### config.mk
export PLATFORM = sky130hd
export DESIGN_NAME = imsic_msi_tx
export DESIGN_NICKNAME = d
export VERILOG_FILES = /design/src/rtl/imsic_msi_tx.sv
export SDC_FILE = /design/constraint.sdc
export NUM_CORES = 1
export LEC_CHECK = 0
export ABC_AREA = 1
export CAP_MARGIN = 25
export CORE_AREA = 5 5 89 112
export CTS_CLUSTER_DIAMETER = 150
export DETAILED_ROUTE_END_ITERATION = 6
export DIE_AREA = 0 0 94 117
export GPL_ROUTABILITY_DRIVEN = 0
export PLACE_DENSITY = 0.66
export SYNTH_ARGS = -nofsm -noshare
export SYNTH_HDL_FRONTEND = slang
export SYNTH_SLANG_ARGS = --single-unit
### constraint.sdc
create_clock -name clk -period 2.1 [get_ports clk]
set_clock_uncertainty 0.15 [all_clocks]
set_input_delay 0.42 -clock clk [delete_from_list [all_inputs] [get_ports clk]]
set_output_delay 0.42 -clock clk [all_outputs]
set_load 0.01 [all_outputs]
### src/rtl/imsic_msi_tx.sv
// imsic_msi_tx: validates MSI writes, queues them, and replays each as a slow level pulse
// (setup / hold / gap) suited to a receiver behind a two-flop synchroniser.
module imsic_msi_tx #(
    parameter int unsigned NR_INTP_FILES   = 7,
    parameter int unsigned NR_HARTS        = 4,
    parameter int unsigned NR_HARTS_WIDTH  = 2,
    parameter int unsigned NR_SRC          = 32,
    parameter int unsigned FIFO_DEPTH      = 4,
    parameter int unsigned HOLD_CYC        = 4,
    parameter int unsigned GAP_CYC         = 4,
    parameter int unsigned NR_SRC_WIDTH    = $clog2(NR_SRC),
    parameter int unsigned INTP_FILE_WIDTH = $clog2(NR_INTP_FILES),
    parameter int unsigned MSI_INFO_WIDTH  = NR_HARTS_WIDTH + INTP_FILE_WIDTH + NR_SRC_WIDTH,
    parameter int unsigned ADDR_WIDTH      = NR_HARTS_WIDTH + INTP_FILE_WIDTH + 12
) (
    input  logic                      clk,
    input  logic                      rstn,
    input  logic                      i_wr_vld,
    output logic                      o_wr_rdy,
    input  logic [ADDR_WIDTH-1:0]     i_wr_addr,
    input  logic [31:0]               i_wr_data,
    output logic [MSI_INFO_WIDTH-1:0] o_msi_info,
    output logic                      o_msi_info_vld,
    output logic                      o_drop,
    output logic                      o_busy
);
    localparam int unsigned PTR_W   = $clog2(FIFO_DEPTH);
    localparam int unsigned CNT_MAX = (HOLD_CYC > GAP_CYC) ? HOLD_CYC : GAP_CYC;
    localparam int unsigned CNT_W   = $clog2(CNT_MAX + 1);

    typedef enum logic [1:0] {IDLE, SETUP, HOLD, GAP} state_t;

    state_t                    state_q, state_d;
    logic [CNT_W-1:0]          tmr_q, tmr_d;
    logic                      vld_q, vld_d;
    logic                      drop_q, drop_d;
    logic [MSI_INFO_WIDTH-1:0] info_q, info_d;
    logic [MSI_INFO_WIDTH-1:0] mem_q [FIFO_DEPTH];
    logic [MSI_INFO_WIDTH-1:0] mem_d [FIFO_DEPTH];
    logic [PTR_W-1:0]          wr_ptr_q, wr_ptr_d, rd_ptr_q, rd_ptr_d;
    logic [PTR_W:0]            fifo_cnt_q, fifo_cnt_d;

    logic [NR_HARTS_WIDTH-1:0]  hart;
    logic [INTP_FILE_WIDTH-1:0] file;
    logic                       ok, accept, push, pop, empty, full;

    assign hart     = i_wr_addr[ADDR_WIDTH-1 -: NR_HARTS_WIDTH];
    assign file     = i_wr_addr[12 +: INTP_FILE_WIDTH];
    assign empty    = (fifo_cnt_q == '0);
    assign full     = (fifo_cnt_q == (PTR_W+1)'(FIFO_DEPTH));
    assign accept   = i_wr_vld & o_wr_rdy;
    assign ok       = (i_wr_addr[11:0] == 12'h0) && (32'(file) < NR_INTP_FILES) &&
                      (32'(hart) < NR_HARTS) && (i_wr_data != 32'h0) && (i_wr_data < NR_SRC);
    assign push     = accept & ok;

    assign o_wr_rdy       = !full;
    assign o_busy         = !empty || (state_q != IDLE);
    assign o_msi_info     = info_q;
    assign o_msi_info_vld = vld_q;
    assign o_drop         = drop_q;

    always_comb begin
        mem_d = mem_q;
        if (push)
            mem_d[wr_ptr_q] = {hart, file, i_wr_data[NR_SRC_WIDTH-1:0]};
        wr_ptr_d   = push ? wr_ptr_q + PTR_W'(1) : wr_ptr_q;
        rd_ptr_d   = pop ? rd_ptr_q + PTR_W'(1) : rd_ptr_q;
        fifo_cnt_d = fifo_cnt_q + (PTR_W+1)'(push) - (PTR_W+1)'(pop);
        drop_d     = accept & !ok;
    end

    // info only moves on a pop, so it stays put through setup, hold, gap and idle
    always_comb begin
        state_d = state_q;
        tmr_d   = tmr_q;
        vld_d   = vld_q;
        info_d  = info_q;
        pop     = 1'b0;
        case (state_q)
            IDLE: if (!empty) begin
                pop     = 1'b1;
                info_d  = mem_q[rd_ptr_q];
                state_d = SETUP;
            end
            SETUP: begin
                state_d = HOLD;
                vld_d   = 1'b1;
                tmr_d   = '0;
            end
            HOLD: if (tmr_q == CNT_W'(HOLD_CYC - 1)) begin
                state_d = GAP;
                vld_d   = 1'b0;
                tmr_d   = '0;
            end else begin
                tmr_d = tmr_q + CNT_W'(1);
            end
            GAP: if (tmr_q == CNT_W'(GAP_CYC - 1)) begin
                tmr_d   = '0;
                pop     = !empty;
                info_d  = empty ? info_q : mem_q[rd_ptr_q];
                state_d = empty ? IDLE : SETUP;
            end else begin
                tmr_d = tmr_q + CNT_W'(1);
            end
            default: state_d = IDLE;
        endcase
    end

    always_ff @(posedge clk or negedge rstn) begin
        if (!rstn) begin
            state_q    <= IDLE;
            tmr_q      <= '0;
            vld_q      <= 1'b0;
            drop_q     <= 1'b0;
            info_q     <= '0;
            mem_q      <= '{default: '0};
            wr_ptr_q   <= '0;
            rd_ptr_q   <= '0;
            fifo_cnt_q <= '0;
        end else begin
            state_q    <= state_d;
            tmr_q      <= tmr_d;
            vld_q      <= vld_d;
            drop_q     <= drop_d;
            info_q     <= info_d;
            mem_q      <= mem_d;
            wr_ptr_q   <= wr_ptr_d;
            rd_ptr_q   <= rd_ptr_d;
            fifo_cnt_q <= fifo_cnt_d;
        end
    end
endmodule

==> results of run 1 <==
[final timing paths]
kind	slack [ns]	end	startpoint
setup / recovery	-0.03	fifo_cnt_q[2]	i_wr_addr[12]
hold / removal	0.29	mem_q[23]	i_wr_data[3]
setup reg to reg	-0.02	fifo_cnt_q[2]	state_q[1]
hold reg to reg	0.32	mem_q[12]	mem_q[12]
max in group asynchronous	1.03	state_q[0]	rstn
min in group asynchronous	0.50	mem_q[20]	rstn
[cell families after synthesis]
family | share of synthesized area (%)
AOI/OAI and AO/OA | 7.16
xor gates and xnor gates | 0.763
adders and majority gates | 4.94
buffers and inverters | 6.36
DFF | 46.5
muxes | 0.327
and+or+nand+nor | 33.9
[layout make-up]
| cell class | instances | area, sq um |
|---|---|---|
| Fill cell | 818 | 3690 |
| Clock inverter | 2 | 60.1 |
| Inverter | 33 | 124 |
| Clock buffer | 14 | 274 |
| Timing Repair Buffer | 136 | 1160 |
| Tap cell | 123 | 154 |
| Sequential cell | 64 | 1600 |
| Multi-Input combinational cell | 328 | 1820 |
[routing by layer]
layer | wire length, um | global-route usage [%] | part of all wire [%] | vias up
li1 | - | - | - | 1682
met1 | 4010 | 23.2 | 41 | 1589
met2 | 4830 | 30.4 | 50 | 121
met3 | 613 | 3.01 | 6.3 | 17
met4 | 229 | 11.1 | 2.4 | 0
met5 | 0 | 0 | 0 | -
[what timing repair did]
action | in CTS | in global routing
hold buffers | 1 | 0
buffers inserted | 24 | 2
pin swaps | 41 | 48
gates resized for setup | 116 | 113
hold endpoints to repair | 64 | 0
setup endpoints to repair | 3 | 4
[cell usage after synthesis, types with 4 or more instances]
library cell	number
nand4_2	4
ha_1	12
o21ai_0	24
nor2_1	87
o32ai_1	10
buf_2	4
inv_1	31
nand2_1	123
clkbuf_1	7
dfrtp_1	64
buf_6	4
nand3_1	45
[power groups by stage]
| stage | Sequential [mW] | Combinational (mW) | Clock, mW |
|---|---|---|---|
| floorplan | 1.27 | 0.144 | 0 |
| global placement | 1.27 | 0.387 | 0 |
| detailed placement | 1.27 | 0.396 | 0 |
| CTS | 1.25 | 0.408 | 1.68 |
| global route | 1.25 | 0.511 | 1.73 |
| finish | 1.25 | 0.457 | 1.65 |
[state kept, by name (all words and copies together) (netlist names)]
name / count
mem_q: 40
o_drop: 1
o_msi_info: 10
tmr_q: 3
fifo_cnt_q: 3
o_msi_info_vld: 1
rd_ptr_q: 2
state_q: 2
wr_ptr_q: 2
[worst register-to-register path: cells and delay by family, from the launching register on]
| kind | cells | cell delay [ns] |
|---|---|---|
| compound gates | 1 | 0.15 |
| xor+xnor | 1 | 0.15 |
| fa+ha+maj | 4 | 0.91 |
| buf+inv | 3 | 0.15 |
| flops | 1 | 0.40 |
| simple gates | 1 | 0.09 |
==> qor.yml, run 1 <==
status:
  status: "finished with violations"
  violations: "setup timing"
finish:
  final_nets: 637
  final_util_pct: 58.5
  syn_to_final_growth_pct: 50.8
  final_cell_mix: "117 x nand2_1, 69 x nor2_1, 64 x dfrtp_1"
  antenna_cells: 0
  drive_gt1_share_pct: 31.4
  finalInstanceArea_sq_um: 5190
  mostFrequentLayoutCell: "nand2_1"
  final_cells: 700
synth:
  async_flop_share_pct: 100
  netlist_top_cells_area: "dfrtp_1 47%, nand2_1 13%, nor2_1 9.5%"
  postSynthAreaPerCell_sq_um: 7.81
  yosys.area.top_type_share_pct: 46.5
  synth_warnings: 0
  syn-cell-area_sq_um: 3440
  synth_cell_types: 31
  synth_top_area_cell: "dfrtp_1"
  ys_ff_latch: 64
  synth.net_count: 506
  synth_flop_cell: "dfrtp_1"
  synth.yosys.seq_area_share_pct: 46.5
  synth_enable_flop_cells: 0
  synthCells: 441
floorplan:
  core-area_sq_um: 8880
  ioPinCount: 66
  die_x_um: 94
  placementRows: 39
  chipHeight_um: 117
  start_util_pct: 38.8
  dieArea_sq_um: 11000
timing:
  fmax_ghz: 0.469
  fin_setup_tns_ns: -0.0306
  min_period_over_period_pct: 101
  finalWorstSetupSlack_ns: -0.0306
  finalSetupViolations: 1
  finalMaxSlewViolations: 0
  worst_slew_pin_slew_ns: 0.684
  hold_ws_ns: 0.293
  relSlewSlack_pct: 54.4
  hold_viol_final: 0
  layout_min_cycle_time_ns: 2.13
  rsz0062_at_grt: "yes"
critical_path:
  setup.worst_path.start_class: "primary input"
  cp_slowest_cell: "fa_2"
  critPathMaxFanout: 2
  path_buf_inv: 3
  arrival_ns: 2.19
  reg2reg_depth: 10
  crit_cells: 12
  cp.required_ns: 2.16
  crit_chain: "dlygate4sd2_1, nand3_2, nand3_2, nor2_4, nand2_4, nor2_8, inv_2, ha_4, inv_2, ha_4, fa_2, xor2_1"
  path_delay_family: "adder cells"
  path_class: "primary input to register"
  cp-end-kind: "register"
  slowest_delay_ns: 0.35
hold_path:
  holdPathStages: 4
  hp-class: "primary input to register"
routing:
  routed_wl_mm: 9.69
  dr.pass1.iters: 4
  drt_iter0_drc: 217
  routed_via_density: 4.87
  drtAntennaViolNets: 0
  post_drt_wl_per_cell_um: 13.8
  routed-via-count: 3409
  drc: 0
clock_network:
  cts_root_buf: "clkbuf_16"
  insertion_delay_ns: 0.33
  cts_made_buffers: 9
  htreeDepth: 3
  cts_tree: "built"
  cts_buffer_depth: 2
  clkTransAtPathRegs_ns: 0.05
  cts.sinks: 64
pwr:
  leakage_nw: 2.62
  power_mw: 3.36
  clock_power_share_pct: 49.1
  intPower_mw: 2.62
  seqPwrFrac_pct: 37.3
  p_switching_mw: 0.749
  ir_drop_mv: 0.352
  power_density_nw_per_um2: 648
  switching_share_pct: 22.3
  comb_power_share_pct: 13.6
place:
  place.port_buffers: 65
  dpl.hpwl_mm: 6.25
  placed_area_sq_um: 4570
  post-place-ws_ns: -0.721
  dp.cells: 657
global_routing:
  grt_max_degree: 65
  grt_pass1_wl_mm: 15.9
  grt_overflow: 0
  grt_pass1_vias: 3456
  antenna_found_initial: 0
  grt_use_total_pct: 18.6
flow_run:
  maxCapViolCount: 0
Power figures use the tool's default switching activity.
==> run 2: changes to the inputs <==
- CORE_AREA: 5 5 89 112 -> 2 2 86 109
- DIE_AREA: 0 0 94 117 -> 0 0 88 111
==> qor.yml, run 2 (synthesis gave the netlist of run 1 again) <==
status:
  status: "finished with violations"
  violations: "setup timing"
pwr:
  clock_power_share_pct: 43.8  # -5.3 points
  comb_power_share_pct: 13.7  # about the same
  power_density_nw_per_um2: 595  # -8.2%
  seqPwrFrac_pct: 42.6  # +5.3 points
  intPower_mw: 2.26  # -13%
  leakage_nw: 2.50  # -4.6%
  ir_drop_mv: 0.342  # -2.7%
  switching_share_pct: 23.2  # +0.89 points
  p_switching_mw: 0.683  # -8.9%
timing:
  hold_ws_ns: 0.323  # +0.0301 ns
  finalSetupViolations: 2  # +1
  hold_viol_final: 0  # unchanged
  worst_slew_pin_slew_ns: 0.697  # +0.0132 ns
  finalWorstSetupSlack_ns: -0.0609  # -0.0303 ns
  fin_setup_tns_ns: -0.0775  # -0.0468 ns
  min_period_over_period_pct: 103  # +1.4 points
  finalMaxSlewViolations: 0  # unchanged
  relSlewSlack_pct: 53.6  # -0.88 points
  rsz0062_at_grt: "yes"
  layout_min_cycle_time_ns: 2.16  # +0.0303 ns
  fmax_ghz: 0.463  # -1.4%
floorplan:
  core-area_sq_um: 8830  # -0.55%
  die_x_um: 88  # -6.4%
  start_util_pct: 39.0  # +0.21 points
  placementRows: 39  # unchanged
  chipHeight_um: 111  # -5.1%
  ioPinCount: 66  # unchanged
  dieArea_sq_um: 9770  # -11%
global_routing:
  grt_pass1_vias: 3224  # -6.7%
  grt_max_degree: 43  # -34%
  grt_use_total_pct: 19.3  # +0.76 points
  grt_pass1_wl_mm: 14.8  # -7.2%
  antenna_found_initial: 0  # unchanged
  grt_overflow: 0  # unchanged
clock_network:
  htreeDepth: 3  # unchanged
  clkTransAtPathRegs_ns: 0.05  # about the same
  cts_buffer_depth: 2  # unchanged
  cts.sinks: 64  # unchanged
  cts_tree: "built"
  insertion_delay_ns: 0.33  # about the same
  cts_made_buffers: 9  # unchanged
  cts_root_buf: "clkbuf_16"
finish:
  final_util_pct: 56.1  # -2.4 points
  largest-register: "mem_q"
  mostFrequentLayoutCell: "nand2_1"
  largest_register_ffs: 40  # unchanged
  antenna_cells: 0  # unchanged
  final_nets: 615  # -3.5%
  final_cell_mix: "121 x nand2_1, 74 x nor2_1, 64 x dfrtp_1"
  drive_gt1_share_pct: 25.5  # -5.9 points
  syn_to_final_growth_pct: 43.9
flow_run:
  maxCapViolCount: 0  # unchanged
critical_path:
  cp.required_ns: 2.15  # about the same
  cp-end-kind: "register"
  path_class: "register to register"
  arrival_ns: 2.21  # +0.02 ns
  setup.worst_path.start_class: "register"
  critPathMaxFanout: 3  # +1
hold_path:
  hp-class: "register to register"
routing:
  drtAntennaViolNets: 0  # unchanged
  dr.pass1.iters: 4  # unchanged
  routed_via_density: 4.86  # -0.28%
  drc: 0  # unchanged
  routed_wl_mm: 8.62  # -11%
  post_drt_wl_per_cell_um: 12.7  # -7.9%
  routed-via-count: 3283  # -3.7%
  drt_iter0_drc: 197  # -9.2%
place:
  dpl.hpwl_mm: 6.06  # -3.1%
  place.port_buffers: 65  # unchanged
[run 2: final cells by class]
type | count | area, sq um
clock inverter | 1 | 5.00
sequential | 64 | 1600
clock buffer | 13 | 250
tap | 123 | 154
fill | 836 | 3880
inverter | 33 | 124
timing repair buffer | 114 | 1070
multi-input combinational | 328 | 1750
[run 2: power groups by stage]
stage	Sequential, mW	Clock, mW	Combinational (mW)
final	1.26	1.29	0.402
after global routing	1.25	1.38	0.449
after CTS	1.25	1.31	0.381
after detailed placement	1.27	0	0.398
after global placement	1.27	0	0.388
after floorplan	1.27	0	0.144
[run 2: critical path: stages (launching register included)]
cell      delay (ns)
dfrtp_1         0.39
inv_2           0.07
ha_4            0.16
o21bai_1        0.15
nand2_1         0.10
inv_2           0.06
ha_4            0.25
inv_2           0.03
ha_4            0.15
fa_2            0.38
xor2_1          0.15
[run 2: timing repair]
item	in CTS	in global routing
hold endpoints to repair	22	0
hold buffers	1	0
buffers inserted	4	2
endpoints found under the setup margin	3	3
gates resized for setup	145	65
pin swaps	43	41
[run 2: final timing paths]
kind                       startpoint            end  slack (ns)  cells past startpoint
setup / recovery           state_q[1]  fifo_cnt_q[2]       -0.06                     10
hold / removal              mem_q[13]      mem_q[13]        0.32                      2
setup reg to reg           state_q[1]  fifo_cnt_q[2]       -0.06                     10
hold reg to reg             mem_q[13]      mem_q[13]        0.32                      2
max in group asynchronous        rstn      mem_q[21]        0.77                      3
min in group asynchronous        rstn      mem_q[10]        0.49                      2
[run 2: through the flow]
| step | instance area [sq um] | setup slack (ns) | power, mW | std cells |
|---|---|---|---|---|
| after floorplan | 3490 | -0.429 | 1.42 | 441 |
| after global placement | 4590 | -0.689 | 1.66 | 655 |
| after detailed placement | 4590 | -0.741 | 1.67 | 655 |
| after CTS | 4820 | -0.0317 | 2.95 | 674 |
| after global routing | 4950 | -0.183 | 3.08 | 676 |
| final | 4950 | -0.0609 | 2.95 | 676 |
[run 2: routing by layer]
layer  track usage (%)  share of wire (%)  vias to the layer above
met1              23.5                 42                     1541
met2              32.4                 51                       93
met4              8.41                1.8                        0
met5                 0                  0                        -
li1                  -                  -                     1636
met3              4.10                5.3                       13
==> run 3: changes to the inputs <==
- PLACE_DENSITY: 0.66 -> not set
- clock period: 2.1 -> 2.6 ns (I/O delays scaled with it)
==> qor.yml, run 3 (synthesis gave the netlist of run 1 again) <==
finish:
  drive_gt1_share_pct: 12.2  # -13 points
  finalInstanceArea_sq_um: 4820  # -2.7%
  nFillCells: 836  # unchanged
  antenna_cells: 0  # unchanged
  syn_to_final_growth_pct: 40.1
  final_cells: 655  # -3.1%
  final_cell_mix: "122 x nand2_1, 81 x nor2_1, 64 x dfrtp_1"
  final_nets: 592  # -3.7%
  mostFrequentLayoutCell: "nand2_1"
  largest-register: "mem_q"
  largest_register_ffs: 40  # unchanged
  final_util_pct: 54.6  # -1.5 points
timing:
  finalSetupViolations: 0  # -2
  min_period_over_period_pct: 96.0
  finalWorstSetupSlack_ns: 0.104  # +0.165 ns
  finalMaxSlewViolations: 0  # unchanged
  rsz0062_at_grt: "no"
  fmax_ghz: 0.401
  relSlewSlack_pct: 52.7  # -0.83 points
  layout_min_cycle_time_ns: 2.50
  hold_viol_final: 0  # unchanged
  worst_slew_pin_slew_ns: 0.709  # +0.0124 ns
pwr:
  power_density_nw_per_um2: 518  # -13%
  ir_drop_mv: 0.259  # -24%
  power_mw: 2.50  # -15%
  leakage_nw: 2.59  # +3.4%
floorplan:
  placementRows: 39  # unchanged
  core-area_sq_um: 8830  # unchanged
  die_x_um: 88  # unchanged
  start_util_pct: 39.0  # unchanged
  dieArea_sq_um: 9770  # unchanged
  chipHeight_um: 111  # unchanged
  ioPinCount: 66  # unchanged
clock_network:
  clkTransAtPathRegs_ns: 0.05  # about the same
  insertion_delay_ns: 0.33  # about the same
  cts.sinks: 64  # unchanged
  cts_buffer_depth: 2  # unchanged
  htreeDepth: 3  # unchanged
  cts_tree: "built"
  cts_made_buffers: 9  # unchanged
  cts_root_buf: "clkbuf_16"
  cts_setup_buffers: 0  # -4
hold_path:
  hp-class: "register to register"
  hold_path_startpoint: "mem_q[16]"
  min_to: "mem_q[16]"
  holdPathStages: 2  # unchanged
global_routing:
  grt_overflow: 0  # unchanged
  grt_use_total_pct: 20.4  # +1.0 points
  antenna_found_initial: 0  # unchanged
  grt_pass1_vias: 3183  # -1.3%
  grt_pass1_wl_mm: 15.3  # +3.6%
  grt_max_degree: 43  # unchanged
critical_path:
  cp.required_ns: 2.66  # +0.51 ns
  path_class: "primary input to register"
  cp-end-kind: "register"
  critPathMaxFanout: 2  # -1
  timing.rr.end: "fifo_cnt_q[2]"
  r2r_start: "fifo_cnt_q[0]"
  arrival_ns: 2.56  # +0.35 ns
  setup.worst_path.start_class: "primary input"
  r2r_slack_ns: 0.32  # +0.38 ns
  reg2reg_depth: 9  # -1
routing:
  drtAntennaViolNets: 0  # unchanged
  drc: 0  # unchanged
  drt_iter0_drc: 294  # +49%
  met2_length_mm: 4.38  # +0.34%
  dr.pass1.iters: 5  # +1
  routed-via-count: 3181  # -3.1%
  wl_met3_um: 512  # +11%
  wirelength_met1_mm: 3.93  # +8.2%
  routed_wl_mm: 9.01  # +4.5%
  top_layer_used: "met4"
  post_drt_wl_per_cell_um: 13.8  # +7.9%
  routed_via_density: 4.86  # about the same
place:
  dpl.hpwl_mm: 6.14  # +1.4%
  place.port_buffers: 65  # unchanged
  dp.cells: 638  # -2.6%
  post-place-ws_ns: -0.365  # +0.375 ns
  placed_area_sq_um: 4420  # -3.6%
status:
  status: "finished, final reports clean"
flow_run:
  maxCapViolCount: 0  # unchanged
run 3: changes by cell type in the layout (fill, tap and decap cells not counted), sizes merged, moves of 5 or more:
cell	change
buf	-54
clkbuf	-6
clkdlybuf4s15	-5
clkdlybuf4s50	+17
dlygate4sd2	-5
dlymetal6s2s	+30
run 3: repair_timing:
action / CTS / global route
pin swaps: 1 / 26
resized for setup: 2 / 33
hold buffers: 1 / 0
endpoints found under the hold margin: 11 / 0
setup endpoints to repair: 1 / 2
run 3: worst max-delay path, cell delays in order:
cell and delay, ns:
clkdlybuf4s50_1 0.42, nor2_1 0.09, nand2_1 0.06, nor2_1 0.08
nand2_1 0.11, nor2_4 0.16, nand2_4 0.08, nor2_8 0.11
inv_2 0.05, ha_4 0.25, inv_2 0.03, ha_4 0.14
fa_2 0.32, xor2_1 0.14
run 3: through the flow:
stage / TNS (ns) / hold slack (ns)
5_1_grt: 0 / 0.346
3_3_place_gp: -0.659 / 0.283
2_1_floorplan: -0.0292 / 0.0744
4_1_cts: 0 / 0.325
6_report: 0 / 0.323
3_5_place_dp: -0.703 / 0.289
run 3: layout make-up:
class,instances,area [sq um],area share (%)
Sequential cell,64,1600,33.2
Inverter,33,124,2.57
Clock buffer,13,260,5.40
Clock inverter,3,40.0,0.831
Tap cell,123,154,3.19
Multi-Input combinational cell,328,1690,35.0
Timing Repair Buffer,91,955,19.8
run 3: worst max-delay path by stage:
stage                        startpoint            end  slack [ns]
after floorplan           i_wr_data[11]  fifo_cnt_q[2]       -0.03
after global placement    i_wr_data[19]  fifo_cnt_q[2]       -0.35
after detailed placement  i_wr_data[19]  fifo_cnt_q[2]       -0.37
after CTS                 i_wr_data[20]  fifo_cnt_q[2]       0.005
after global routing      i_wr_data[29]  fifo_cnt_q[2]      0.0002
final                      i_wr_addr[7]  fifo_cnt_q[2]        0.10
run 3: report_power, final:
group | total, mW | leakage, nW | internal, mW | switching, mW
Clock | 1.21 | 0.150 | 0.791 | 0.414
Sequential | 1.01 | 0.882 | 1.01 | 0.00584
Combinational | 0.282 | 1.56 | 0.134 | 0.147
Total | 2.50 | 2.59 | 1.93 | 0.568
run 3: routing by layer:
| metal | vias up | GRT usage [%] |
|---|---|---|
| met1 | 1475 | 26.0 |
| met5 | - | 0 |
| met2 | 102 | 32.5 |
| met4 | 0 | 8.21 |
| met3 | 12 | 5.21 |
| li1 | 1592 | - |
